[src/rtl/pll_lock_sequencer.sv]
// -----------------------------------------------------------------------------
// pll_lock_sequencer
// Brings up the board PLL from the free-running reference clock. It pulses the
// PLL RESET, waits for LOCK with a timeout and a bounded number of retries, and
// requires LOCK to stay high for a qualification window. Only then does it
// release the downstream system reset. A loss of lock while running starts the
// whole sequence again.
//
// Optional feature macro: PLL_PWD_EN (adds the PWRDN state driven by pwr_down_i)
//
// Ports
//   clk          free-running reference clock (same net as PLL clkin)
//   rst_n        asynchronous active-low reset
//   pll_lock_i   PLL LOCK, asynchronous to clk (synchronised internally)
//   restart_i    one-cycle pulse: abort and restart acquisition
//   pwr_down_i   PLL power-down request (used only with PLL_PWD_EN)
//   pll_reset_o  PLL RESET
//   pll_pwd_o    PLL PLLPWD (constant 0 without PLL_PWD_EN)
//   sys_rst_n_o  downstream reset, active low
//   locked_o     qualified lock
//   fault_o      retries exhausted
//   retry_cnt_o  timed-out attempts in the current acquisition
//   loss_cnt_o   lock losses while running, saturating at 255
// -----------------------------------------------------------------------------
module pll_lock_sequencer #(
  parameter int RST_PULSE_CYCLES    = 16,
  parameter int LOCK_STABLE_CYCLES  = 1024,
  parameter int LOCK_TIMEOUT_CYCLES = 100000,
  parameter int MAX_RETRIES         = 7
) (
  input  logic       clk,
  input  logic       rst_n,
  input  logic       pll_lock_i,
  input  logic       restart_i,
  input  logic       pwr_down_i,
  output logic       pll_reset_o,
  output logic       pll_pwd_o,
  output logic       sys_rst_n_o,
  output logic       locked_o,
  output logic       fault_o,
  output logic [3:0] retry_cnt_o,
  output logic [7:0] loss_cnt_o
);

  // The counter only ever needs to reach (largest parameter - 1).
  localparam int MAX_A = (RST_PULSE_CYCLES > LOCK_STABLE_CYCLES) ? RST_PULSE_CYCLES
                                                                 : LOCK_STABLE_CYCLES;
  localparam int MAX_P = (MAX_A > LOCK_TIMEOUT_CYCLES) ? MAX_A : LOCK_TIMEOUT_CYCLES;
  localparam int CNT_W = (MAX_P < 2) ? 1 : $clog2(MAX_P);

  localparam logic [CNT_W-1:0] RST_LAST = CNT_W'(RST_PULSE_CYCLES - 1);
  localparam logic [CNT_W-1:0] STB_LAST = CNT_W'(LOCK_STABLE_CYCLES - 1);
  localparam logic [CNT_W-1:0] TMO_LAST = CNT_W'(LOCK_TIMEOUT_CYCLES - 1);
  localparam logic [CNT_W-1:0] CNT_MAX  = {CNT_W{1'b1}};
  localparam logic [3:0]       RETRY_LIMIT = 4'(MAX_RETRIES);

  typedef enum logic [2:0] {
    ST_RST    = 3'd0,
    ST_WAIT   = 3'd1,
    ST_STABLE = 3'd2,
    ST_RUN    = 3'd3,
    ST_FAULT  = 3'd4,
    ST_PWRDN  = 3'd5
  } state_t;

  state_t           state_r;
  state_t           state_nxt_s;
  logic [CNT_W-1:0] cnt_r;
  logic             cnt_clr_s;
  logic [3:0]       retry_r;
  logic [3:0]       retry_nxt_s;
  logic [7:0]       loss_r;
  logic [7:0]       loss_nxt_s;
  logic             lock_meta_r;
  logic             lock_sync_r;
  logic             pwd_req_s;
  logic             pll_reset_r;
  logic             sys_rst_n_r;
  logic             locked_r;
  logic             fault_r;

`ifdef PLL_PWD_EN
  logic             pll_pwd_r;

  assign pwd_req_s = pwr_down_i;
`else
  logic             unused_pwr_down_s;

  assign pwd_req_s         = 1'b0;
  assign unused_pwr_down_s = pwr_down_i;
`endif

  // Two-flop synchroniser for the asynchronous PLL LOCK.
  always_ff @(posedge clk or negedge rst_n) begin
    if (!rst_n) begin
      lock_meta_r <= 1'b0;
      lock_sync_r <= 1'b0;
    end else begin
      lock_meta_r <= pll_lock_i;
      lock_sync_r <= lock_meta_r;
    end
  end

  // Next-state and counter-update decisions; power-down beats restart, restart beats the rest.
  always_comb begin
    state_nxt_s = state_r;
    retry_nxt_s = retry_r;
    loss_nxt_s  = loss_r;
    cnt_clr_s   = 1'b0;
    if (pwd_req_s) begin
      state_nxt_s = ST_PWRDN;
    end else if (restart_i) begin
      // Clearing the counter as well keeps the pulse counter at 0 while restart is held.
      state_nxt_s = ST_RST;
      retry_nxt_s = 4'd0;
      cnt_clr_s   = 1'b1;
    end else begin
      case (state_r)
        ST_RST: begin
          if (cnt_r == RST_LAST) begin
            state_nxt_s = ST_WAIT;
          end else begin
            state_nxt_s = ST_RST;
          end
        end
        ST_WAIT: begin
          if (lock_sync_r) begin
            state_nxt_s = ST_STABLE;
          end else if (cnt_r == TMO_LAST) begin
            if (retry_r == RETRY_LIMIT) begin
              state_nxt_s = ST_FAULT;
            end else begin
              state_nxt_s = ST_RST;
              retry_nxt_s = retry_r + 4'd1;
            end
          end else begin
            state_nxt_s = ST_WAIT;
          end
        end
        ST_STABLE: begin
          // Dropping back to WAIT restarts the timeout without consuming a retry.
          if (!lock_sync_r) begin
            state_nxt_s = ST_WAIT;
          end else if (cnt_r == STB_LAST) begin
            state_nxt_s = ST_RUN;
            retry_nxt_s = 4'd0;
          end else begin
            state_nxt_s = ST_STABLE;
          end
        end
        ST_RUN: begin
          if (!lock_sync_r) begin
            state_nxt_s = ST_RST;
            if (loss_r != 8'hFF) begin
              loss_nxt_s = loss_r + 8'd1;
            end else begin
              loss_nxt_s = loss_r;
            end
          end else begin
            state_nxt_s = ST_RUN;
          end
        end
        ST_FAULT: begin
          state_nxt_s = ST_FAULT;
        end
        ST_PWRDN: begin
          // Reaching here means the power-down request has been released.
          state_nxt_s = ST_RST;
          retry_nxt_s = 4'd0;
        end
        default: begin
          state_nxt_s = ST_RST;
        end
      endcase
    end
  end

  // State, retry and loss registers.
  always_ff @(posedge clk or negedge rst_n) begin
    if (!rst_n) begin
      state_r <= ST_RST;
      retry_r <= 4'd0;
      loss_r  <= 8'd0;
    end else begin
      state_r <= state_nxt_s;
      retry_r <= retry_nxt_s;
      loss_r  <= loss_nxt_s;
    end
  end

  // Shared cycle counter: zero on entry to every state, saturates rather than wraps.
  always_ff @(posedge clk or negedge rst_n) begin
    if (!rst_n) begin
      cnt_r <= {CNT_W{1'b0}};
    end else if ((state_nxt_s != state_r) || cnt_clr_s) begin
      cnt_r <= {CNT_W{1'b0}};
    end else if (cnt_r != CNT_MAX) begin
      cnt_r <= cnt_r + {{(CNT_W-1){1'b0}}, 1'b1};
    end else begin
      cnt_r <= cnt_r;
    end
  end

  // Outputs are registered from the next state so they track the state register exactly.
  always_ff @(posedge clk or negedge rst_n) begin
    if (!rst_n) begin
      pll_reset_r <= 1'b1;
      sys_rst_n_r <= 1'b0;
      locked_r    <= 1'b0;
      fault_r     <= 1'b0;
    end else begin
      pll_reset_r <= (state_nxt_s == ST_RST) || (state_nxt_s == ST_FAULT) ||
                     (state_nxt_s == ST_PWRDN);
      sys_rst_n_r <= (state_nxt_s == ST_RUN);
      locked_r    <= (state_nxt_s == ST_RUN);
      fault_r     <= (state_nxt_s == ST_FAULT);
    end
  end

`ifdef PLL_PWD_EN
  // PLL power-down output, high only while in PWRDN.
  always_ff @(posedge clk or negedge rst_n) begin
    if (!rst_n) begin
      pll_pwd_r <= 1'b0;
    end else begin
      pll_pwd_r <= (state_nxt_s == ST_PWRDN);
    end
  end

  assign pll_pwd_o = pll_pwd_r;
`else
  assign pll_pwd_o = 1'b0;
`endif

  assign pll_reset_o = pll_reset_r;
  assign sys_rst_n_o = sys_rst_n_r;
  assign locked_o    = locked_r;
  assign fault_o     = fault_r;
  assign retry_cnt_o = retry_r;
  assign loss_cnt_o  = loss_r;

endmodule
[config.mk]
export PLATFORM = sky130hd
export DESIGN_NAME = pll_lock_sequencer
export DESIGN_NICKNAME = d
export VERILOG_FILES = /design/src/rtl/pll_lock_sequencer.sv
export SDC_FILE = /design/constraint.sdc
export NUM_CORES = 1
export LEC_CHECK = 0
export BUFFER_PORTS_ARGS = -buffer_cell sky130_fd_sc_hd__clkbuf_2
export CAP_MARGIN = 30
export CORE_UTILIZATION = 53
export DETAILED_ROUTE_END_ITERATION = 8
export GPL_TIMING_DRIVEN = 1
export PLACE_DENSITY = 0.75
export SYNTH_ARGS = -nofsm -noshare
export SYNTH_HDL_FRONTEND = slang
export SYNTH_SLANG_ARGS = --single-unit
[constraint.sdc]
create_clock -name clk -period 2.9 [get_ports clk]
set_input_delay 0.145 -clock clk [delete_from_list [all_inputs] [get_ports clk]]
set_output_delay 0.145 -clock clk [all_outputs]
set_load 0.02 [all_outputs]
# Word-level counts from Yosys, hierarchy flattened
# Cells that the tools add are included.
[word_totals]
register_bits = 37
memories = 0
inputBits = 5
mem_bits_ro = 0
latch_bits = 0
ramBits = 0
elab_cells = 62
[op_classes]
addsub = 3
mux = 19
n_mul = 0
reduce_logical = 9
n_div = 0
n_eq_ne = 20
shifts = 0
bitwise_logic = 2
magnitude_cmp = 0
[op_table]
columns = ["operator", "n"]
rows = [
  ["17-bit 2-to-1 mux", 2],
  ["4-bit 2-to-1 mux", 6],
  ["17-bit by 1-bit adder with 17-bit output (second input constant)", 1],
  ["17-bit by 10-bit == test with 1-bit output (second input constant)", 1],
  ["17-bit == test (second input constant)", 1],
  ["17-bit by 4-bit == test with 1-bit output (second input constant)", 1],
  ["17-bit inequality test (second input constant)", 1],
  ["3-bit inequality test (second input constant)", 5],
  ["3-bit case mux with 5 select lines", 1],
  ["3-bit == test (second input constant)", 4],
  ["3-bit 2-to-1 mux", 4],
  ["4-bit case mux with 3 select lines", 1],
  ["3-bit by 2-bit == test with 1-bit output (second input constant)", 3],
  ["8-bit by 1-bit adder with 8-bit output (second input constant)", 1],
  ["8-bit inequality test (second input constant)", 1],
  ["3-bit logical NOT", 2],
  ["6-bit AND reduction", 1],
  ["4-bit by 1-bit adder with 4-bit output (second input constant)", 1],
  ["4-bit by 3-bit == test with 1-bit output (second input constant)", 1],
  ["2-bit 2-to-1 mux", 2],
  ["4-bit AND reduction", 1],
  ["4-bit nonzero test", 1],
  ["3-bit by 1-bit == test with 1-bit output (second input constant)", 1],
  ["1-bit logical OR", 3],
  ["4 further kinds", 7],
]

# Logic depth before layout (Yosys ltp)
[logic_depth]
ltp_word = 9
mapped_depth = 9

# Worst setup path after synthesis
# OpenSTA, ideal clock, no wires.
[synth_timing]
kind = "reg-to-reg"
startpoint = "register cnt_r[11]"
endpoint = "register cnt_r[10]"
t_arrival_ps = 2140
slack_ps = 681
setup_time_ps = 79
required_time_ps = 2821
stages_incl_launch_ff = 7
synth_period_minus_slack_ps = 2219
n_path_buf = 1
path_cell_list = "dfrtp_1 -> or4_4 -> or4_4 -> a21oi_4 -> o21a_4 -> buf_12 -> mux2i_1"
[synth_via]
elab_chain_len = 8
word_cells_on_any_way = 15
cone_classes = "5 x eq/ne; 8 x mux; 2 x reduce/logical"
[synth_rtl]
columns = ["element", "line_no", "source"]
rows = [
  ["start: declaration", "68", "logic [CNT_W-1:0] cnt_r;"],
  ["start signal: assignment", "194", "cnt_r <= {CNT_W{1'b0}};"],
  ["start signal: assignment", "196", "cnt_r <= {CNT_W{1'b0}};"],
  ["start signal: assignment", "198", "cnt_r <= cnt_r + {{(CNT_W-1){1'b0}}, 1'b1};"],
  ["17-bit by 10-bit == test with 1-bit output or 17-bit == test (tied branches)", "144, 129", ""],
  ["1-bit 2-to-1 mux or 3-bit 2-to-1 mux (tied branches)", "144, 129", ""],
  ["2-bit 2-to-1 mux or 3-bit 2-to-1 mux (tied branches)", "142, 127", ""],
  ["3-bit case mux with 5 select lines", "118", "case (state_r)"],
  ["3-bit 2-to-1 mux", "112", "end else if (restart_i) begin"],
  ["3-bit inequality test", "195", "end else if ((state_nxt_s != state_r) || cnt_clr_s) begin"],
  ["1-bit logical OR", "195", ""],
  ["17-bit 2-to-1 mux or 2-bit nonzero test (tied branches)", "--", ""],
]
# Parallel ways exist; a longest one is shown, timed or not.
# A chain may end at the register's enable or synchronous reset.

# Final worst setup path
[layout_timing]
startpoint = "register cnt_r[4]"
endpoint = "register cnt_r[5]"
# Same word-level chain as after synthesis.

==> flow_summary.toml <==
[logic_synthesis]
synth.yosys.warnings = 0
ys_ff_latch = 37
post_synth.cell_area_avg_um2 = 9.63
synth.top_cells.by_area = "dfrtp_1 41%, xnor2_1 5.2%, mux2i_1 4.6%"
synthesized_netlist_net_count = 236
synth_top_area_share = 0.412
synth_enable_flop_cells = 0
synthDistinctLibCells = 50
most_used_standard_cells_in_the_synthesized_netlist = "36 x dfrtp_1, 23 x nand2_1, 16 x nor2_1"
synth.yosys.seq_area_share = 0.424
mapped_cell_area_um2 = 2190
synth.most_common_cell = "dfrtp_1"
netlist_instances = 227
synth-main-ff-cell = "dfrtp_1"
ffs_w_async_s_r_synth = 1.00
synth_top_area_cell = "dfrtp_1"

[critical_path]
cp-end-kind = "flop"
cp_slowest_stage_delay_ps = 460
startpoint_type = "flop"
crit_chain = "nand4_1, nor4_1, ha_1, nand4b_1, nor2_1, xor2_1, o21ai_0, mux2i_1"
cpLargestDelayFamily = "simple AND/OR/NAND/NOR gates"
r2r_slack_ps = 450
regToRegEndpoint = "cnt_r[5]"
critPathRequiredTime_ps = 3120
crit_arrival_ps = 2670
timing_worst_setup_path_type = "flop to flop"
reg2regPathDepth = 8
cp.buffers_inverters = 0
crit_path_top_delay_cell = "dfrtp_1"
rr_startpoint = "cnt_r[4]"
worstPathMaxFanout = 8

[worst_hold_path]
timing.hold.worst_path_depth = 2
whs_endpoint = "state_r[2]"
min-delay-start = "restart_i"
hold_path.class = "input port to flop"

[sta]
setup_tns_ps = 0
maxSlewViolCount = 0
timing_worst_slew_pin_value_ps = 877
rsz0062_at_grt = "false"
timing.slew.headroom = 0.415
report.final.setup_viol = 0
period_share = 0.847
peak_clock_frequency_supported_by_timing_mhz = 407
timing.final.crit_period_ps = 2450
clock_skew_ps = 8.21
timing.final.hold_violations = 0

[place]
routabilityCongestion = 0.796
hpwl_mm = 3.04
io_buffer_count = 19
placement.cell_area_um2 = 2300

[cells_and_area]
syn2layout_area_growth_pct = 12.2
fin_area_um2 = 2450
fillers = 330
drive_above_1_share = 0.173
nets = 256
num_antenna_cells = 0

[routing]
routed_wirelength_mm = 4.31
drt-initial-drc-count = 130
detail-route-antenna-nets = 0
avgViaCountPerCell = 5.81
drt-pass1-iter-count = 4
post-route-drc-count = 0
detailroute.via_count = 1721
post_drt_wl_per_cell_um = 14.6

[clocking]
clock_tree_from_tritoncts = "yes"
root_buffer = "clkbuf_8"
clock_tree.htree_level_count = 2
number_of_clock_sinks = 37
cts.reportedPaths.clkPinSlew_ps = 70
cts_buf_count = 5
ctsLongestPathBuffers = 2
clk-insertion-delay-late_ps = 300

[die]
rows = 22
placeableCoreArea_um2 = 3800
die_height_um = 66.2
die_w_um = 66.2
initial_core_util = 0.576
die-area_um2 = 4390
top_ports = 22

[grt]
grt_overflow = 0
grt_antenna_before_repair = 0
grt_pass1_wl_mm = 7.19
pin_count_of_the_biggest_net_entering_global_routing = 38
vias_in_the_first_global_route = 1588
grt.total_usage = 0.221

[power]
irDropWorstVdd_uv = 247
power.leakage_nw = 1.11
power-per-cell-area_nw_per_um2 = 451

[job]
cap_violations = 0

[status]
run_status = "finished, final reports clean"
==> flip-flops by register name (all words and copies together), names as in the netlist <==
name	flops
fault_o	1
cnt_r	17
state_r	3
lock_sync_r	1
locked_o	1
loss_cnt_o	8
retry_cnt_o	4
lock_meta_r	1
pll_reset_o	1
==> cell type report <==
type,instances,area (µm²),area share
multi-input combinational,174,1180,0.479
sequential,37,927,0.378
timing repair buffer,24,138,0.0561
clock buffer,5,68.8,0.0280
clock inverter,3,65.1,0.0265
tap,48,60.1,0.0245
inverter,5,18.8,0.00765
==> logic make-up after synthesis <==
| logic type | Yosys count | synth area share |
|---|---|---|
| simple gates | 93 | 0.234 |
| compound gates | 42 | 0.134 |
| flops | 37 | 0.424 |
| xor+xnor | 21 | 0.0841 |
| buf+inv | 16 | 0.0383 |
| mux | 13 | 0.0612 |
| fa+ha+maj | 4 | 0.0229 |
| other cells | 1 | 0.00171 |
==> layout by cell type, fill, tap and decap left out, types with 3 or more instances in the layout <==
cell / n
or3_1: 3
nand3_1: 5
dfrtp_1: 36
a211oi_1: 5
nor4_1: 5
a21oi_1: 7
ha_1: 4
nand2_1: 23
buf_4: 3
inv_1: 5
nor3_1: 6
xnor2_1: 13
clkbuf_8: 5
o21ai_0: 11
mux2_2: 3
nand2b_1: 5
clkbuf_2: 19
nand4_1: 7
xor2_1: 8
nor2_1: 16
and3_1: 4
mux2i_1: 10
==> layer usage <==
layer | wire [µm] | GRT usage | up-vias
li1 | - | - | 863
met1 | 2030 | 0.279 | 805
met2 | 2010 | 0.358 | 44
met3 | 185 | 0.0552 | 9
met4 | 82 | 0.0878 | 0
met5 | 0 | 0 | -
==> repair_timing <==
| action | 4_1_cts | 5_1_grt |
|---|---|---|
| buffers inserted | 0 | 0 |
| hold endpoints to repair | 37 | 0 |
| hold buffers | 2 | 0 |
| resized for setup | 0 | 0 |
==> power by group <==
group	total, mW	internal (mW)	switching [mW]
Sequential	0.527	0.521	0.00582
Combinational	0.0446	0.0151	0.0296
Clock	0.536	0.342	0.194
==> how the worst max path moves through the flow <==
stage / start / end / slack [ps] / depth (start not counted)
after global routing: cnt_r[4] / cnt_r[5] / 110 / 8
after global placement: cnt_r[4] / cnt_r[5] / 570 / 8
after CTS: cnt_r[4] / cnt_r[5] / 450 / 8
after detailed placement: cnt_r[4] / cnt_r[5] / 470 / 8
final: cnt_r[4] / cnt_r[5] / 450 / 8
after floorplan: cnt_r[11] / cnt_r[10] / 680 / 6
==> metrics by stage <==
step	hold WS [ps]	utilization	power, mW	worst slack, ps	cells
floorplan	-151	-	0.563	681	227
global placement	255	0.605	0.579	569	286
detailed placement	263	0.605	0.581	475	286
CTS	148	0.646	1.11	451	296
global route	160	0.646	1.14	112	296
finish	155	0.646	1.11	445	296
Note: power is estimated with default switching activity, not from simulation.
